$ cat src/rtl/ct_fadd_norm_shift_pipe.sv
// Two-stage normalisation left-shifter: a one-hot leading-one position selects the shift that moves it to the MSB.
// Optional macro CT_FADD_NORM_ONEHOT_CHK_EN flags multi-hot leading-one vectors as errors.
module ct_fadd_norm_shift_pipe #(
  parameter int WIDTH = 12,
  parameter int SHW   = 4
) (
  input  logic             forever_cpuclk,
  input  logic             cpurst,
  input  logic             flush,
  input  logic             in_vld,
  output logic             in_rdy,
  input  logic [WIDTH-1:0] in_data,
  input  logic [WIDTH-1:0] in_onehot,
  output logic             out_vld,
  input  logic             out_rdy,
  output logic [WIDTH-1:0] out_result,
  output logic [SHW-1:0]   out_shamt,
  output logic             out_zero,
  output logic             out_err
);

  logic             s1_vld_reg, s2_vld_reg;
  logic [WIDTH-1:0] s1_data_reg, s1_onehot_reg;
  logic [SHW-1:0]   s1_shamt_reg;
  logic             s1_zero_reg;
  logic [WIDTH-1:0] s2_result_reg;
  logic [SHW-1:0]   s2_shamt_reg;
  logic             s2_zero_reg;

  logic             s2_adv, accept;
  logic             oh_zero;
  logic [SHW-1:0]   enc_or;
  logic [WIDTH-1:0] mux_or;
  logic [SHW-1:0]   s1_shamt_next;
  logic             s1_zero_next;
  logic [WIDTH-1:0] s1_onehot_next;

  logic [SHW-1:0]   enc_terms [WIDTH];
  logic [WIDTH-1:0] mux_terms [WIDTH];

  assign s2_adv = s1_vld_reg & (~s2_vld_reg | out_rdy);
  assign in_rdy = ~flush & (~s1_vld_reg | s2_adv);
  assign accept = in_vld & in_rdy;

  // Per-bit shift encodings and AND-OR shifted data; multi-hot vectors OR together
  for (genvar gi = 0; gi < WIDTH; gi++) begin : g_bit
    assign enc_terms[gi] = in_onehot[gi] ? SHW'(WIDTH - 1 - gi) : '0;
    assign mux_terms[gi] = s1_onehot_reg[gi] ? (s1_data_reg << (WIDTH - 1 - gi)) : '0;
  end

  always_comb begin
    enc_or = '0;
    mux_or = '0;
    for (int k = 0; k < WIDTH; k++) begin
      enc_or = enc_or | enc_terms[k];
      mux_or = mux_or | mux_terms[k];
    end
  end

  assign oh_zero = (in_onehot == '0);

`ifdef CT_FADD_NORM_ONEHOT_CHK_EN
  logic oh_multi;
  logic s1_err_next, s1_err_reg, s2_err_reg;
  assign oh_multi = |(in_onehot & (in_onehot - WIDTH'(1)));
`endif

  always_comb begin
    s1_shamt_next  = oh_zero ? SHW'(WIDTH) : enc_or;
    s1_zero_next   = oh_zero;
    s1_onehot_next = in_onehot;
`ifdef CT_FADD_NORM_ONEHOT_CHK_EN
    s1_err_next = 1'b0;
    // A cleared one-hot makes the stage-2 mux produce zero
    if (oh_multi) begin
      s1_err_next    = 1'b1;
      s1_shamt_next  = '0;
      s1_zero_next   = 1'b0;
      s1_onehot_next = '0;
    end
`endif
  end

  always_ff @(posedge forever_cpuclk) begin
    if (cpurst) begin
      s1_vld_reg    <= 1'b0;
      s2_vld_reg    <= 1'b0;
      s1_data_reg   <= '0;
      s1_onehot_reg <= '0;
      s1_shamt_reg  <= '0;
      s1_zero_reg   <= 1'b0;
      s2_result_reg <= '0;
      s2_shamt_reg  <= '0;
      s2_zero_reg   <= 1'b0;
`ifdef CT_FADD_NORM_ONEHOT_CHK_EN
      s1_err_reg    <= 1'b0;
      s2_err_reg    <= 1'b0;
`endif
    end else begin
      if (flush) begin
        s1_vld_reg <= 1'b0;
        s2_vld_reg <= 1'b0;
      end else begin
        if (accept)      s1_vld_reg <= 1'b1;
        else if (s2_adv) s1_vld_reg <= 1'b0;
        if (s2_adv)       s2_vld_reg <= 1'b1;
        else if (out_rdy) s2_vld_reg <= 1'b0;
      end
      if (accept) begin
        s1_data_reg   <= in_data;
        s1_onehot_reg <= s1_onehot_next;
        s1_shamt_reg  <= s1_shamt_next;
        s1_zero_reg   <= s1_zero_next;
`ifdef CT_FADD_NORM_ONEHOT_CHK_EN
        s1_err_reg    <= s1_err_next;
`endif
      end
      if (s2_adv && !flush) begin
        s2_result_reg <= mux_or;
        s2_shamt_reg  <= s1_shamt_reg;
        s2_zero_reg   <= s1_zero_reg;
`ifdef CT_FADD_NORM_ONEHOT_CHK_EN
        s2_err_reg    <= s1_err_reg;
`endif
      end
    end
  end

  assign out_vld    = s2_vld_reg;
  assign out_result = s2_result_reg;
  assign out_shamt  = s2_shamt_reg;
  assign out_zero   = s2_zero_reg;
`ifdef CT_FADD_NORM_ONEHOT_CHK_EN
  assign out_err    = s2_err_reg;
`else
  assign out_err    = 1'b0;
`endif

endmodule

$ cat config.mk
export PLATFORM = sky130hd
export DESIGN_NAME = ct_fadd_norm_shift_pipe
export DESIGN_NICKNAME = d
export VERILOG_FILES = /design/src/rtl/ct_fadd_norm_shift_pipe.sv
export SDC_FILE = /design/constraint.sdc
export NUM_CORES = 1
export LEC_CHECK = 0
export CORE_ASPECT_RATIO = 0.75
export CORE_MARGIN = 3
export CORE_UTILIZATION = 47
export CTS_BUF_LIST = sky130_fd_sc_hd__clkbuf_8
export CTS_CLUSTER_SIZE = 28
export DETAILED_ROUTE_END_ITERATION = 6
export PLACE_DENSITY_LB_ADDON = 0.05
export SKIP_LAST_GASP = 1
export SYNTH_ARGS = -nofsm -noshare
export SYNTH_HDL_FRONTEND = slang
export SYNTH_SLANG_ARGS = --single-unit
$ cat constraint.sdc
create_clock -name forever_cpuclk -period 1.35 [get_ports forever_cpuclk]
set_input_delay 0.135 -clock forever_cpuclk [delete_from_list [all_inputs] [get_ports forever_cpuclk]]
set_output_delay 0.135 -clock forever_cpuclk [all_outputs]
set_load 0.03 [all_outputs]
==> out/qor.csv <==
stage;metric;value;unit
cells_and_area;antenna cells;0;
logic_synthesis;Synth warnings;0;
logic_synthesis;Synth Cell Area;2160;um^2
critical_path;Crit path arrival time;1.56;ns
logic_synthesis;Synth area leaders;dfxtp_1 45%, nand2_1 11%, a21oi_1 7.2%;
logic_synthesis;syn avg cell area;8.24;um^2
logic_synthesis;Cells after Synth;262;
logic_synthesis;top cell type's share of synthesized area;44.5;%
pwr;Max rail drop VDD;749;uV
logic_synthesis;number of flops mapped to enable cells by yosys;0;
status;violated checks;negative setup slack;
cells_and_area;layout cell share with drive strength beyond 1;22.1;%
drt;Vias/cell;5.92;
hold_path;min-delay worst type;in -> reg;
sta;Final Cycle Share;100;%
logic_synthesis;sequential share of the synthesized area;44.5;%
floorplan;die width;84.3;um
clock_network;later-pin clock latency in the skew report;0.30;ns
placed_design;Placer Congestion;0.917;
clock_network;CTS clk-pin slew, worst paths;0.09;ns
critical_path;CP required;1.56;ns
clock_network;clock sink count;48;
global_routing;initial antenna violation count;0;
clock_network;H-tree levels;2;
run;# Max-Cap Violations;0;
critical_path;crit end category;register;
clock_network;total CTS buffers;5;
sta;final hold viol count;0;
pwr;Internal;2.13;mW
critical_path;crit path max fanout;11;
logic_synthesis;Post-synth top cells;61 x nand2_1, 48 x dfxtp_1, 31 x a21oi_1;
clock_network;CTS Root Cell;clkbuf_8;
clock_network;Post-CTS Hold Buffers;0;
floorplan;die height;64.7;um
sta;FMAX;740;MHz
placed_design;I/O Buffers;47;
sta;Setup Viol. Count Final;1;
logic_synthesis;most frequent cell after synthesis;nand2_1;
pwr;power per cell area;934;nW/um^2
pwr;Lkg Pwr;1.17;nW
drt;DRT iter0 DRCs;282;
sta;Worst Skew;0.00487;ns
floorplan;starting density of the core;51.0;%
global_routing;Congestion Overflow GR;0;
pwr;Comb power frac;16.0;%
global_routing;gr usage total;20.3;%
pwr;clock group share of total power;30.8;%
sta;clock period minus worst slack;1.35;ns
drt;drt wl/cell;15.4;um
critical_path;Setup CP Type;reg -> reg;
floorplan;Core Footprint;4230;um^2
cells_and_area;Layout area overhead;44.3;%
drt;wirelength, routed;5800;um
pwr;switching portion of total power;26.8;%
placed_design;HPWL Detailed;3970;um
critical_path;type of origin of the critical path;register;
pwr;Tot Pwr;2.91;mW
drt;Pre-antenna DRT Iters;5;
logic_synthesis;syn_nets;291;
floorplan;Rows;20;
sta;final setup margin;-0.00169;ns
global_routing;largest net degree at the start of global routing;49;
clock_network;CTS tree;done;
sta;Slew Limit Fails;0;
status;status;complete, but fails checks;
drt;routed via count;2225;
logic_synthesis;synth unique cells;30;
global_routing;vias in the first global route;1844;
global_routing;first-pass GRT wire length;8960;um
floorplan;IO Pins;49;
pwr;sequential fraction of design power;53.2;%
logic_synthesis;library cell with the largest summed area after synthesis;dfxtp_1;
drt;residual DRC count;0;
clock_network;clk buf depth;2;
pwr;Psw;0.778;mW
sta;RSZ-0062 raised after global routing;true;
placed_design;DP Worst Slack;-0.306;ns
cells_and_area;Final nets;349;
drt;remaining antenna violation count;0;
logic_synthesis;Async S/R FF share, synth;0;%
logic_synthesis;post-synthesis register bit count;48;
floorplan;die area;5450;um^2
logic_synthesis;Most used DFF post-synth;dfxtp_1;
cell usage in the layout, fill, tap and decap left out, types with 2 or more instances in the layout:
cell	instances
nand2_1	54
dfxtp_1	46
clkdlybuf4s50_1	28
a21oi_1	21
buf_4	21
nor2_1	20
a22oi_1	19
dlygate4sd2_1	18
a21oi_2	10
buf_12	8
a311oi_1	7
a22o_1	6
clkbuf_8	6
a221oi_1	5
a222oi_1	5
nand2_4	5
nor4_1	5
nor3_1	5
a211oi_2	3
and2_4	2
nand2_2	2
a211oi_1	2
nand4_1	2
clkbuf_16	2
power by group through the flow:
stage | clock [mW] | sequential, mW | combinational [mW]
after floorplan | 0 | 1.56 | 0.202
after global placement | 0 | 1.58 | 0.415
after detailed placement | 0 | 1.58 | 0.421
after CTS | 0.914 | 1.54 | 0.418
after global routing | 0.975 | 1.56 | 0.500
final | 0.896 | 1.55 | 0.464
final timing paths:
| kind | from | end | slack [ns] | cells past startpoint |
|---|---|---|---|---|
| max | s1_onehot_reg[9]$_SDFFE_PP0P_ | out_result[10]$_SDFFE_PP0P_ | -0.002 | 3 |
| min reg2reg | s1_zero_reg$_SDFFE_PP0P_ | out_zero$_SDFFE_PP0P_ | 0.45 | 2 |
| min | in_data[0] | s1_data_reg[0]$_SDFFE_PP0P_ | 0.37 | 3 |
| max reg2reg | s1_onehot_reg[9]$_SDFFE_PP0P_ | out_result[10]$_SDFFE_PP0P_ | -0.002 | 3 |
critical path: stages, from the launching register on:
cell and delay [ns]:
dfxtp_1 0.62, a22oi_1 0.16, and4_1 0.23, a311oi_1 0.25
layout make-up:
cell class	count	area [um^2]
Timing Repair Buffer	78	817
Sequential cell	48	966
Fill cell	357	1110
Clock inverter	2	13.8
Tap cell	55	68.8
Multi-Input combinational cell	187	1170
Clock buffer	6	82.6
routing by layer:
layer | vias up | track usage, % | part of all wire [%]
met5 | - | 0 | 0
met4 | 0 | 5.42 | 1.2
met3 | 11 | 4.57 | 10
met2 | 128 | 29.0 | 45
met1 | 1020 | 30.5 | 44
li1 | 1066 | - | -
stage by stage:
| stage | hold WS (ns) | std cells | setup TNS [ns] | utilization, % | area [um^2] |
|---|---|---|---|---|---|
| after floorplan | 0.204 | 262 | 0 | - | 2170 |
| after global placement | 0.442 | 364 | -6.58 | 67.6 | 2860 |
| after detailed placement | 0.445 | 364 | -7.31 | 67.6 | 2860 |
| after CTS | 0.365 | 374 | 0 | 70.2 | 2970 |
| after global routing | 0.375 | 376 | -0.715 | 73.7 | 3120 |
| final | 0.369 | 376 | -0.00169 | 73.7 | 3120 |
cells by family after synthesis:
| group | after synthesis | synth area share (%) |
|---|---|---|
| other | 1 | 0.174 |
| buffers and inverters | 27 | 6.32 |
| AOI/OAI and AO/OA | 81 | 27.2 |
| DFF | 48 | 44.5 |
| and+or+nand+nor | 105 | 21.7 |
timing repair:
action                                  CTS  global route
buffers inserted                          2             0
resized for setup                        22            26
gates cloned                              0             2
pin swaps                                 1             9
endpoints found under the setup margin   20            40
Note: power is estimated with default switching activity, not from simulation.
